--- config.mk ---
export PLATFORM = sky130hd
export DESIGN_NAME = llc_bus_ctrl
export DESIGN_NICKNAME = d
export VERILOG_FILES = /design/src/rtl/llc_bus_ctrl.sv
export SDC_FILE = /design/constraint.sdc
export NUM_CORES = 1
export LEC_CHECK = 0
export ABC_CLOCK_PERIOD_IN_PS = 1800
export CAP_MARGIN = 20
export CORE_AREA = 2 2 87 89
export CTS_BUF_LIST = sky130_fd_sc_hd__clkbuf_2 sky130_fd_sc_hd__clkbuf_4 sky130_fd_sc_hd__clkbuf_8
export CTS_CLUSTER_DIAMETER = 100
export CTS_CLUSTER_SIZE = 24
export DETAILED_ROUTE_END_ITERATION = 12
export DIE_AREA = 0 0 89 91
export GPL_TIMING_DRIVEN = 0
export PLACE_DENSITY = 0.75
export SLEW_MARGIN = 5
export SYNTH_ARGS = -nofsm -noshare
export SYNTH_HDL_FRONTEND = slang
export SYNTH_SLANG_ARGS = --single-unit
--- constraint.sdc ---
create_clock -name clk -period 1.8 [get_ports clk]
set_clock_uncertainty 0.2 [all_clocks]
set_input_delay 0.27 -clock clk [delete_from_list [all_inputs] [get_ports clk]]
set_output_delay 0.27 -clock clk [all_outputs]
set_load 0.01 [all_outputs]
--- src/rtl/llc_bus_ctrl.sv ---
`default_nettype none
// ============================================================================
// Module   : llc_bus_ctrl
// Purpose  : Round-robin sequencer for LLC-initiated snoop-bus transactions;
//            issues one bus message, merges peer snoop results, waits for a
//            HITM flush when needed and returns the result to the requester.
// Revision : 1.0 - initial release
// ============================================================================
module llc_bus_ctrl #(
  parameter int         NUM_REQ       = 2,
  parameter int         NUM_SNOOP     = 3,
  parameter logic [3:0] CACHE_ID      = 4'h0,
  parameter int         SNOOP_TIMEOUT = 16
) (
  input  logic                   clk,
  input  logic                   rst_n,
  input  logic [NUM_REQ-1:0]     req_valid,
  input  logic [3*NUM_REQ-1:0]   req_op,
  input  logic [32*NUM_REQ-1:0]  req_addr,
  output logic [NUM_REQ-1:0]     req_ready,
  output logic [NUM_REQ-1:0]     resp_valid,
  output logic [1:0]             resp_snoop,
  output logic                   resp_err,
  output logic                   bus_valid,
  output logic [2:0]             bus_op,
  output logic [31:0]            bus_addr,
  output logic [3:0]             bus_cache_id,
  input  logic                   snoop_valid,
  input  logic [2*NUM_SNOOP-1:0] snoop_result,
  input  logic                   wb_done,
  output logic                   busy
);

  localparam int IDX_W = (NUM_REQ > 1) ? $clog2(NUM_REQ) : 1;
  localparam int TMR_W = $clog2(SNOOP_TIMEOUT + 1);

  // bus_operation_e / snoop_result_e encodings; every other opcode is illegal
  localparam logic [2:0] c_op_read  = 3'd1;
  localparam logic [2:0] c_op_write = 3'd2;
  localparam logic [2:0] c_op_inval = 3'd3;
  localparam logic [2:0] c_op_rwim  = 3'd4;
  localparam logic [1:0] c_snp_nohit = 2'd0;
  localparam logic [1:0] c_snp_hit   = 2'd1;
  localparam logic [1:0] c_snp_hitm  = 2'd2;

  localparam logic [2:0] c_st_idle    = 3'd0;
  localparam logic [2:0] c_st_issue   = 3'd1;
  localparam logic [2:0] c_st_snoop   = 3'd2;
  localparam logic [2:0] c_st_wb_wait = 3'd3;
  localparam logic [2:0] c_st_done    = 3'd4;

  localparam logic [TMR_W-1:0] c_tmr_max = TMR_W'(SNOOP_TIMEOUT);

  logic [2:0]       r_state, w_next;
  logic [IDX_W-1:0] r_rr, r_idx, w_win;
  logic [2:0]       r_op;
  logic [31:0]      r_addr;
  logic [1:0]       r_snoop, w_comb;
  logic             r_err;
  logic [TMR_W-1:0] r_timer;
  logic             w_found, w_sel_legal, w_any_hit, w_any_hitm, w_tmo, w_needs_wb;
  logic [2:0]       w_op_arr   [NUM_REQ];
  logic [31:0]      w_addr_arr [NUM_REQ];
  logic [1:0]       w_peer     [NUM_SNOOP];

  for (genvar g = 0; g < NUM_REQ; g++) begin : g_req
    assign w_op_arr[g]   = req_op[3*g +: 3];
    assign w_addr_arr[g] = req_addr[32*g +: 32];
  end

  for (genvar p = 0; p < NUM_SNOOP; p++) begin : g_peer
    assign w_peer[p] = snoop_result[2*p +: 2];
  end

  function automatic logic [IDX_W-1:0] rr_step(input logic [IDX_W-1:0] base, input int k);
    int s;
    s = int'(base) + k;
    if (s >= NUM_REQ) s = s - NUM_REQ;
    return IDX_W'(s);
  endfunction

  // Search starts one past the last winner so the last winner is lowest priority
  always_comb begin
    w_found = 1'b0;
    w_win   = '0;
    for (int k = 1; k <= NUM_REQ; k++) begin
      if (!w_found && req_valid[rr_step(r_rr, k)]) begin
        w_found = 1'b1;
        w_win   = rr_step(r_rr, k);
      end
    end
  end

  assign w_sel_legal = (w_op_arr[w_win] == c_op_read)  || (w_op_arr[w_win] == c_op_write) ||
                       (w_op_arr[w_win] == c_op_inval) || (w_op_arr[w_win] == c_op_rwim);

  // Peer code 2'b11 matches neither HIT nor HITM and so folds into NOHIT
  always_comb begin
    w_any_hit  = 1'b0;
    w_any_hitm = 1'b0;
    for (int p = 0; p < NUM_SNOOP; p++) begin
      if (w_peer[p] == c_snp_hitm) w_any_hitm = 1'b1;
      if (w_peer[p] == c_snp_hit)  w_any_hit  = 1'b1;
    end
    w_comb = w_any_hitm ? c_snp_hitm : (w_any_hit ? c_snp_hit : c_snp_nohit);
  end

  assign w_tmo      = (r_timer == c_tmr_max);
  assign w_needs_wb = (r_op == c_op_read) || (r_op == c_op_rwim);

  always_ff @(posedge clk or negedge rst_n) begin
    if (!rst_n) r_state <= c_st_idle;
    else        r_state <= w_next;
  end

  always_comb begin
    w_next = r_state;
    case (r_state)
      c_st_idle:    if (w_found) w_next = w_sel_legal ? c_st_issue : c_st_done;
      c_st_issue:   w_next = c_st_snoop;
      c_st_snoop: begin
        if (snoop_valid)
          w_next = (w_comb == c_snp_hitm && w_needs_wb) ? c_st_wb_wait : c_st_done;
        else if (w_tmo)
          w_next = c_st_done;
      end
      c_st_wb_wait: if (wb_done || w_tmo) w_next = c_st_done;
      c_st_done:    w_next = c_st_idle;
      default:      w_next = c_st_idle;
    endcase
  end

  always_ff @(posedge clk or negedge rst_n) begin
    if (!rst_n) begin
      r_rr    <= IDX_W'(NUM_REQ - 1);
      r_idx   <= '0;
      r_op    <= '0;
      r_addr  <= '0;
      r_snoop <= '0;
      r_err   <= 1'b0;
      r_timer <= '0;
    end else begin
      if (w_next != r_state) r_timer <= '0;
      else if (!w_tmo)       r_timer <= r_timer + 1'b1;
      if (r_state == c_st_idle && w_found) begin
        r_rr    <= w_win;
        r_idx   <= w_win;
        r_op    <= w_op_arr[w_win];
        r_addr  <= w_addr_arr[w_win];
        r_err   <= !w_sel_legal;
        r_snoop <= c_snp_nohit;
      end
      if (r_state == c_st_snoop && snoop_valid) r_snoop <= w_comb;
    end
  end

  always_comb begin
    req_ready    = '0;
    resp_valid   = '0;
    resp_snoop   = '0;
    resp_err     = 1'b0;
    bus_valid    = 1'b0;
    bus_op       = '0;
    bus_addr     = '0;
    bus_cache_id = '0;
    busy         = (r_state != c_st_idle);
    case (r_state)
      c_st_idle: if (w_found) req_ready = NUM_REQ'(1) << w_win;
      c_st_issue: begin
        bus_valid    = 1'b1;
        bus_op       = r_op;
        bus_addr     = r_addr;
        bus_cache_id = CACHE_ID;
      end
      c_st_done: begin
        resp_valid = NUM_REQ'(1) << r_idx;
        resp_snoop = r_snoop;
        resp_err   = r_err;
      end
      default: ;
    endcase
  end

endmodule
`default_nettype wire
==> results by group, run 1 <==
Outcome
  – Result of the run: complete, but fails checks
  – Violations in the final reports: setup timing

Critical path
  – Cell at the slowest stage of the critical path: sky130_fd_sc_hd__dfrtp_2
  – Critical register-to-register path startpoint: r_state[2]$_DFF_PN0_
  – Crit end category: output pin
  – Number of buffer and inverter stages on the critical path: 4
  – Endpoint of the most critical register-to-register path: r_addr[5]$_DFFE_PN0P_
  – Critical path startpoint category: register
  – Reg2Reg Setup Slack: -0.36 ns
  – CP delay by family, top: buffers and inverters
  – Reg2Reg Depth: 9
  – Cell mode on critical path: sky130_fd_sc_hd__buf_6
  – Required time of the worst setup path: 1.33 ns
  – CP Data Arrival Time: 1.70 ns
  – Stage delay of the slowest cell on the critical path: 0.46 ns
  – CP Max Fanout: 6
  – Setup CP Type: register to output pin
  – Cells traversed along the worst timing path: nor3b_4 -> clkbuf_8 -> buf_6 -> clkbuf_16 -> and2_4 -> buf_6

CTS
  – CTS sink count: 48
  – Max clock buf depth: 2
  – TritonCTS clock tree: yes
  – Root Driver: sky130_fd_sc_hd__clkbuf_8
  – H-tree Lvls: 2
  – Clock slew at reported path FFs: 0.10 ns
  – Clock insertion delay at the later pin of the skew report: 0.31 ns
  – Number of buffers created by CTS: 5

Global routing
  – Remaining global-route overflow: 0
  – Grt met1 use: 0.291
  – Antenna violations before repair: 0
  – Global-route wire length before repair: 14600 um
  – Most Crowded Layer GR: met2
  – GRT Util Overall: 0.229
  – Vias in the first global route: 3013
  – Grt met3 use: 0.0473
  – GR Layer Usage met2: 0.386
  – Maximum number of pins on one net before global-route repair: 28

Final layout
  – Layout overhead on the synthesized area: 97.6%
  – Filler Cells Inserted: 502
  – Leading cell type in the layout, fill and taps excluded: sky130_fd_sc_hd__clkdlybuf4s50_1
  – Share of final-layout standard cells stronger than drive strength 1: 0.423
  – Count of inserted antenna diode cells: 0
  – Number of nets in the finished design: 584
  – Commonest cells after routing, fill and taps aside: sky130_fd_sc_hd__clkdlybuf4s50_1, sky130_fd_sc_hd__nand2_1, sky130_fd_sc_hd__buf_6, sky130_fd_sc_hd__dfrtp_1, sky130_fd_sc_hd__and2_4
  – Final cell utilization of the core: 0.736

Synthesis
  – Share of flip-flops with an asynchronous set or reset after synthesis: 1.00
  – Synth Flop Type: sky130_fd_sc_hd__dfrtp_1
  – EDFF count, synth: 0
  – Syn avg cell area: 8.31 sq um
  – Post-synthesis instance total: 320
  – Area of the mapped netlist: 0.00266 sq mm
  – Sequential cell area fraction in the yosys report: 0.452
  – Yosys synthesis warning count: 0
  – Number of storage elements in the synthesis netlist: 48
  – Synth cell types: 38

Floorplan
  – Initial standard-cell utilization of the core: 0.373
  – Boundary pin count: 130
  – Die span in y: 91 um
  – Core region area: 0.00714 sq mm
  – Die area: 0.00810 sq mm
  – Number of core rows: 31
  – DIE WIDTH: 89 um

Timing
  – Total count of hold-check failures in the final report: 0
  – Slew Limit Fails: 0
  – Headroom to the max-slew limit: 0.638
  – Period utilization: 1.20
  – Actual slew at the worst max-slew pin: 0.543 ns
  – Minimum period implied by the final worst setup slack: 2.17 ns
  – Worst path setup slack after routing: -0.366 ns
  – Count of final setup violators: 91
  – Timing-limited maximum frequency: 0.462 GHz
  – RSZ-0062 raised after global routing: yes

Power and ir drop
  – Static leakage: 2.29 nW
  – Power Dens Cells: 1480 mW/mm^2
  – Largest voltage drop on the vdd net: 0.662 mV

Routing
  – First-pass iteration count of the detailed router: 4
  – Vias/cell: 5.08
  – DRC: 0
  – Detailed-route via count: 3048
  – WL/cell: 17.0 um
  – Antenna viol nets, final: 0
  – Initial DRC count: 126
  – Routed WL: 10200 um

Hold path
  – Path category of the worst min-delay check: input pin to async pin

Job
  – Count of maximum capacitance violations: 0

Placed design
  – HPWL after detailed placement: 5980 um
  – RePlAce Congestion: 0.853
  – Post-placement setup slack: -1.03 ns
  – Number of I/O port buffers: 125
per-layer routing:
layer | part of all wire | up-vias
met3 | 0.069 | 20
met5 | 0 | -
met2 | 0.51 | 124
li1 | - | 1431
met1 | 0.39 | 1473
met4 | 0.030 | 0
flip-flops by register name (all words and copies together) (netlist names):
| name | count |
|---|---|
| r_addr | 32 |
| r_timer | 5 |
| r_op | 3 |
| r_state | 3 |
| r_snoop | 2 |
| r_err | 1 |
| r_idx | 1 |
| r_rr | 1 |
where the power goes:
part,internal (mW),switching (mW)
clock network,0.276,0.398
registers,1.59,0.389
logic,2.94,2.19
total,4.81,2.97
cell families (layout without fill, tap and decap cells):
family,count (synthesis),in the layout,share of synthesized area
simple gates,176,176,0.313
compound gates,56,56,0.144
flops,48,48,0.452
buf+inv,30,208,0.0569
xor+xnor,6,6,0.0198
fa+ha+maj,2,2,0.00941
other cells,1,4,0.00141
mux,1,1,0.00376
synth_stat cells, drive strengths merged, types with 2 or more instances:
master,n,share of area
nand2,70,0.099
dfrtp,47,0.44
nor2,41,0.058
and2,40,0.094
a31oi,33,0.078
buf,15,0.036
clkbuf,11,0.016
nor2b,6,0.014
o21ai,5,0.0094
a21o,4,0.012
inv,4,0.0056
nor4,4,0.0094
xor2,4,0.013
nand3,3,0.0056
nor3,3,0.0056
nor3b,3,0.0085
o211ai,3,0.0085
or3,3,0.0089
a22o,2,0.0066
ha,2,0.0094
o2bb2ai,2,0.0066
xnor2,2,0.0066
per-stage QoR:
stage	setup TNS (ns)	total power, mW	cells	area [sq um]	hold WS, ns
global route	-28.73	8.21	600	5260	0.296
CTS	-21.63	6.85	593	4880	0.281
finish	-24.55	7.78	600	5260	0.276
floorplan	-0.0281	3.41	323	2670	-0.226
global placement	-108.55	4.54	547	4050	0.263
detailed placement	-55.34	4.62	548	4060	0.0655
worst max path at each step:
stage,from,endpoint,slack [ns],cells after the start
after CTS,r_state[0]$_DFF_PN0_,req_ready[0],-0.37,5
after detailed placement,r_state[2]$_DFF_PN0_,bus_addr[1],-1.03,5
after floorplan,r_state[0]$_DFF_PN0_,r_addr[29]$_DFFE_PN0P_,-0.01,5
after global placement,rst_n,r_addr[18]$_DFFE_PN0P_,-1.16,1
after global routing,r_state[1]$_DFF_PN0_,bus_addr[18],-0.41,6
final,r_state[1]$_DFF_PN0_,bus_addr[20],-0.37,6
final cells by class:
class | instances | area, sq um | area share
Timing Repair Buffer | 175 | 1830 | 0.347
Multi-Input combinational cell | 245 | 1750 | 0.334
Sequential cell | 48 | 1210 | 0.230
Buffer | 21 | 239 | 0.0455
Tap cell | 99 | 124 | 0.0236
Clock buffer | 5 | 68.8 | 0.0131
Clock inverter | 3 | 23.8 | 0.00452
Inverter | 4 | 15.0 | 0.00286
what timing repair did:
| action | in CTS | in global routing |
|---|---|---|
| hold buffers | 1 | 0 |
| resized for setup | 325 | 68 |
| setup endpoints to repair | 91 | 92 |
| buffers inserted | 33 | 14 |
| cloned | 8 | 2 |
| endpoints found under the hold margin | 21 | 0 |
| pin swaps | 44 | 13 |
No activity file was read; power rests on OpenSTA's default activity.
==> run 2: changes to the inputs <==
Settings changed: REMOVE_ABC_BUFFERS set to 1.
==> run 2 against run 1 <==
The flow still finishes with violations (setup timing). Register-to-register slack improved by 0.10 ns. Maximum frequency increased by 1.8%. Clock power decreased by 1%. Non-clock buffer count decreased by 26. Largest cell class unchanged. Global-route usage decreased by 0.26 points.
==> results by group, run 2 (same netlist as run 1, synthesis figures left out) <==
Outcome
  – Result of the run: complete, but fails checks
  – Violations in the final reports: setup timing

Final layout
  – Largest registers: r_addr: 32 flops, r_timer: 5 flops
  – Leading cell type in the layout, fill and taps excluded: sky130_fd_sc_hd__clkdlybuf4s50_1
  – Area of all placed cells without fillers: 0.00484 sq mm (-7.9%)
  – Filler Cells Inserted: 606 (+21%)
  – Commonest cells after routing, fill and taps aside: sky130_fd_sc_hd__clkdlybuf4s50_1, sky130_fd_sc_hd__nand2_1, sky130_fd_sc_hd__buf_6, sky130_fd_sc_hd__dfrtp_1, sky130_fd_sc_hd__nor2_1
  – Count of inserted antenna diode cells: 0 (unchanged)
  – Register with the most flip-flops: r_addr
  – Area used by sequential logic in the layout: 0.00120 sq mm (-0.10%)
  – Final cell utilization of the core: 0.678 (-0.0579)
  – Combined area of the multi-input logic cells: 0.00160 sq mm (-8.6%)
  – Layout overhead on the synthesized area: 82.1%
  – Number of nets in the finished design: 562 (-3.8%)
  – Max FFs per register: 32 (unchanged)
  – Share of final-layout standard cells stronger than drive strength 1: 0.334 (-0.0891)

Routing
  – Antenna viol nets, final: 0 (unchanged)
  – Vias/cell: 4.96 (-2.4%)
  – First-pass iteration count of the detailed router: 4 (unchanged)
  – Initial DRC count: 188 (+49%)
  – Routed WL: 9200 um (-9.6%)
  – WL/cell: 15.9 um (-6.2%)
  – Detailed-route via count: 2866 (-6.0%)
  – DRC: 0 (unchanged)

Timing
  – Slew Limit Fails: 0 (unchanged)
  – Timing-limited maximum frequency: 0.470 GHz (+1.8%)
  – Minimum period implied by the final worst setup slack: 2.13 ns (-0.0380 ns)
  – Worst path setup slack after routing: -0.328 ns (+0.0380 ns)
  – Period utilization: 1.18 (-0.0211)
  – Setup TNS Final: -16.33 ns (+8.22 ns)
  – Total count of hold-check failures in the final report: 0 (unchanged)
  – Count of final setup violators: 78 (-14%)
  – RSZ-0062 raised after global routing: yes

Global routing
  – Vias in the first global route: 2817 (-6.5%)
  – Remaining global-route overflow: 0 (unchanged)
  – Global-route wire length before repair: 14200 um (-2.8%)
  – GRT Util Overall: 0.227 (-0.00262)
  – Antenna violations before repair: 0 (unchanged)
  – Maximum number of pins on one net before global-route repair: 33 (+18%)

Hold path
  – Path category of the worst min-delay check: input pin to async pin

Placed design
  – RePlAce Congestion: 0.808 (-5.3%)
  – Post-placement setup slack: -0.941 ns (+0.0916 ns)
  – HPWL after detailed placement: 5370 um (-10%)
  – Standard cell area after detailed placement: 0.00403 sq mm (-0.92%)
  – Number of I/O port buffers: 125 (unchanged)

Floorplan
  – Core region area: 0.00714 sq mm (unchanged)
  – Die area: 0.00810 sq mm (unchanged)
  – Initial standard-cell utilization of the core: 0.373 (unchanged)
  – Number of core rows: 31 (unchanged)
  – Boundary pin count: 130 (unchanged)
  – Die span in y: 91 um (unchanged)
  – DIE WIDTH: 89 um (unchanged)

CTS
  – Clock insertion delay at the later pin of the skew report: 0.31 ns (about the same)
  – Clock slew at reported path FFs: 0.10 ns (about the same)
  – H-tree Lvls: 2 (unchanged)
  – Number of buffers created by CTS: 5 (unchanged)
  – TritonCTS clock tree: yes
  – CTS sink count: 48 (unchanged)
  – Max clock buf depth: 2 (unchanged)
  – Root Driver: sky130_fd_sc_hd__clkbuf_8

Power and ir drop
  – Largest voltage drop on the vdd net: 0.533 mV (-19%)
  – Static leakage: 2.16 nW (-5.4%)
  – Power Dens Cells: 1410 mW/mm^2 (-5.1%)

Critical path
  – CP Max Fanout: 4 (-2)
  – Required time of the worst setup path: 1.33 ns (about the same)
  – CP Data Arrival Time: 1.66 ns (-0.04 ns)
  – Critical path startpoint category: register
  – Crit end category: output pin
  – Setup CP Type: register to output pin

Job
  – Count of maximum capacitance violations: 0 (unchanged)
## run 2: changes by cell type in the layout (fill, tap and decap cells not counted), moves of 4 or more
cell,delta
sky130_fd_sc_hd__clkbuf_1,-5
sky130_fd_sc_hd__nor2_2,-17
sky130_fd_sc_hd__buf_4,-9
sky130_fd_sc_hd__buf_8,-10
sky130_fd_sc_hd__clkbuf_16,-4
sky130_fd_sc_hd__a31oi_4,-8
sky130_fd_sc_hd__buf_6,+6
sky130_fd_sc_hd__buf_16,+4
sky130_fd_sc_hd__nor2_1,+20
sky130_fd_sc_hd__a31oi_1,+11
## run 2: where the power goes
| part | switching, mW | leakage (nW) | total (mW) | internal [mW] |
|---|---|---|---|---|
| Sequential | 0.334 | 0.561 | 1.92 | 1.59 |
| Combinational | 1.85 | 1.56 | 4.22 | 2.38 |
| Clock | 0.389 | 0.0445 | 0.665 | 0.277 |
| Total | 2.57 | 2.16 | 6.81 | 4.24 |
## run 2: metrics by stage
step                power [mW]  hold WS [ns]  cells
floorplan                 3.28        -0.226    297
finish                    6.81         0.245    578
detailed placement        4.57        0.0292    526
global route              7.25         0.296    578
global placement          4.12         0.263    521
CTS                       6.38         0.243    571
## run 2: final timing paths
kind                       slack, ns                      to  depth (start not counted)                   start
setup / recovery               -0.33                    busy                          3    r_state[2]$_DFF_PN0_
hold / removal                  0.24     r_op[0]$_DFFE_PN0P_                          2                   rst_n
setup reg to reg               -0.26  r_addr[11]$_DFFE_PN0P_                          7    r_state[2]$_DFF_PN0_
hold reg to reg                 0.30  r_snoop[0]$_DFFE_PN0P_                          1  r_snoop[0]$_DFFE_PN0P_
max in group asynchronous       0.59        r_rr$_DFFE_PN1P_                          3                   rst_n
min in group clk                0.29  r_snoop[0]$_DFFE_PN0P_                          5         snoop_result[2]
## run 2: repair_timing
action / 4_1_cts / 5_1_grt
hold buffers: 1 / 0
setup buffers: 28 / 9
setup endpoints to repair: 92 / 90
gates cloned: 8 / 0
resized for setup: 258 / 48
hold endpoints to repair: 16 / 0
pin swaps: 44 / 12
## run 2: routing by layer
layer,track usage,up-vias,wire length [um]
met3,0.0536,8,661
met4,0.0435,0,89
met2,0.377,101,4600
met1,0.301,1367,3850
met5,0,-,0
li1,-,1390,-
## run 2: final cells by class
type                            instances  area share
Clock buffer                            5      0.0142
Clock inverter                          3     0.00439
Inverter                                4     0.00310
Multi-Input combinational cell        249       0.331
Tap cell                               99      0.0256
Timing Repair Buffer                  170       0.373
Sequential cell                        48       0.249
## run 2: critical path: stages (launching register included)
cell and delay (ns):
sky130_fd_sc_hd__dfrtp_2 0.46, sky130_fd_sc_hd__or3_4 0.42, sky130_fd_sc_hd__buf_4 0.18, sky130_fd_sc_hd__dlygate4sd2_1 0.29
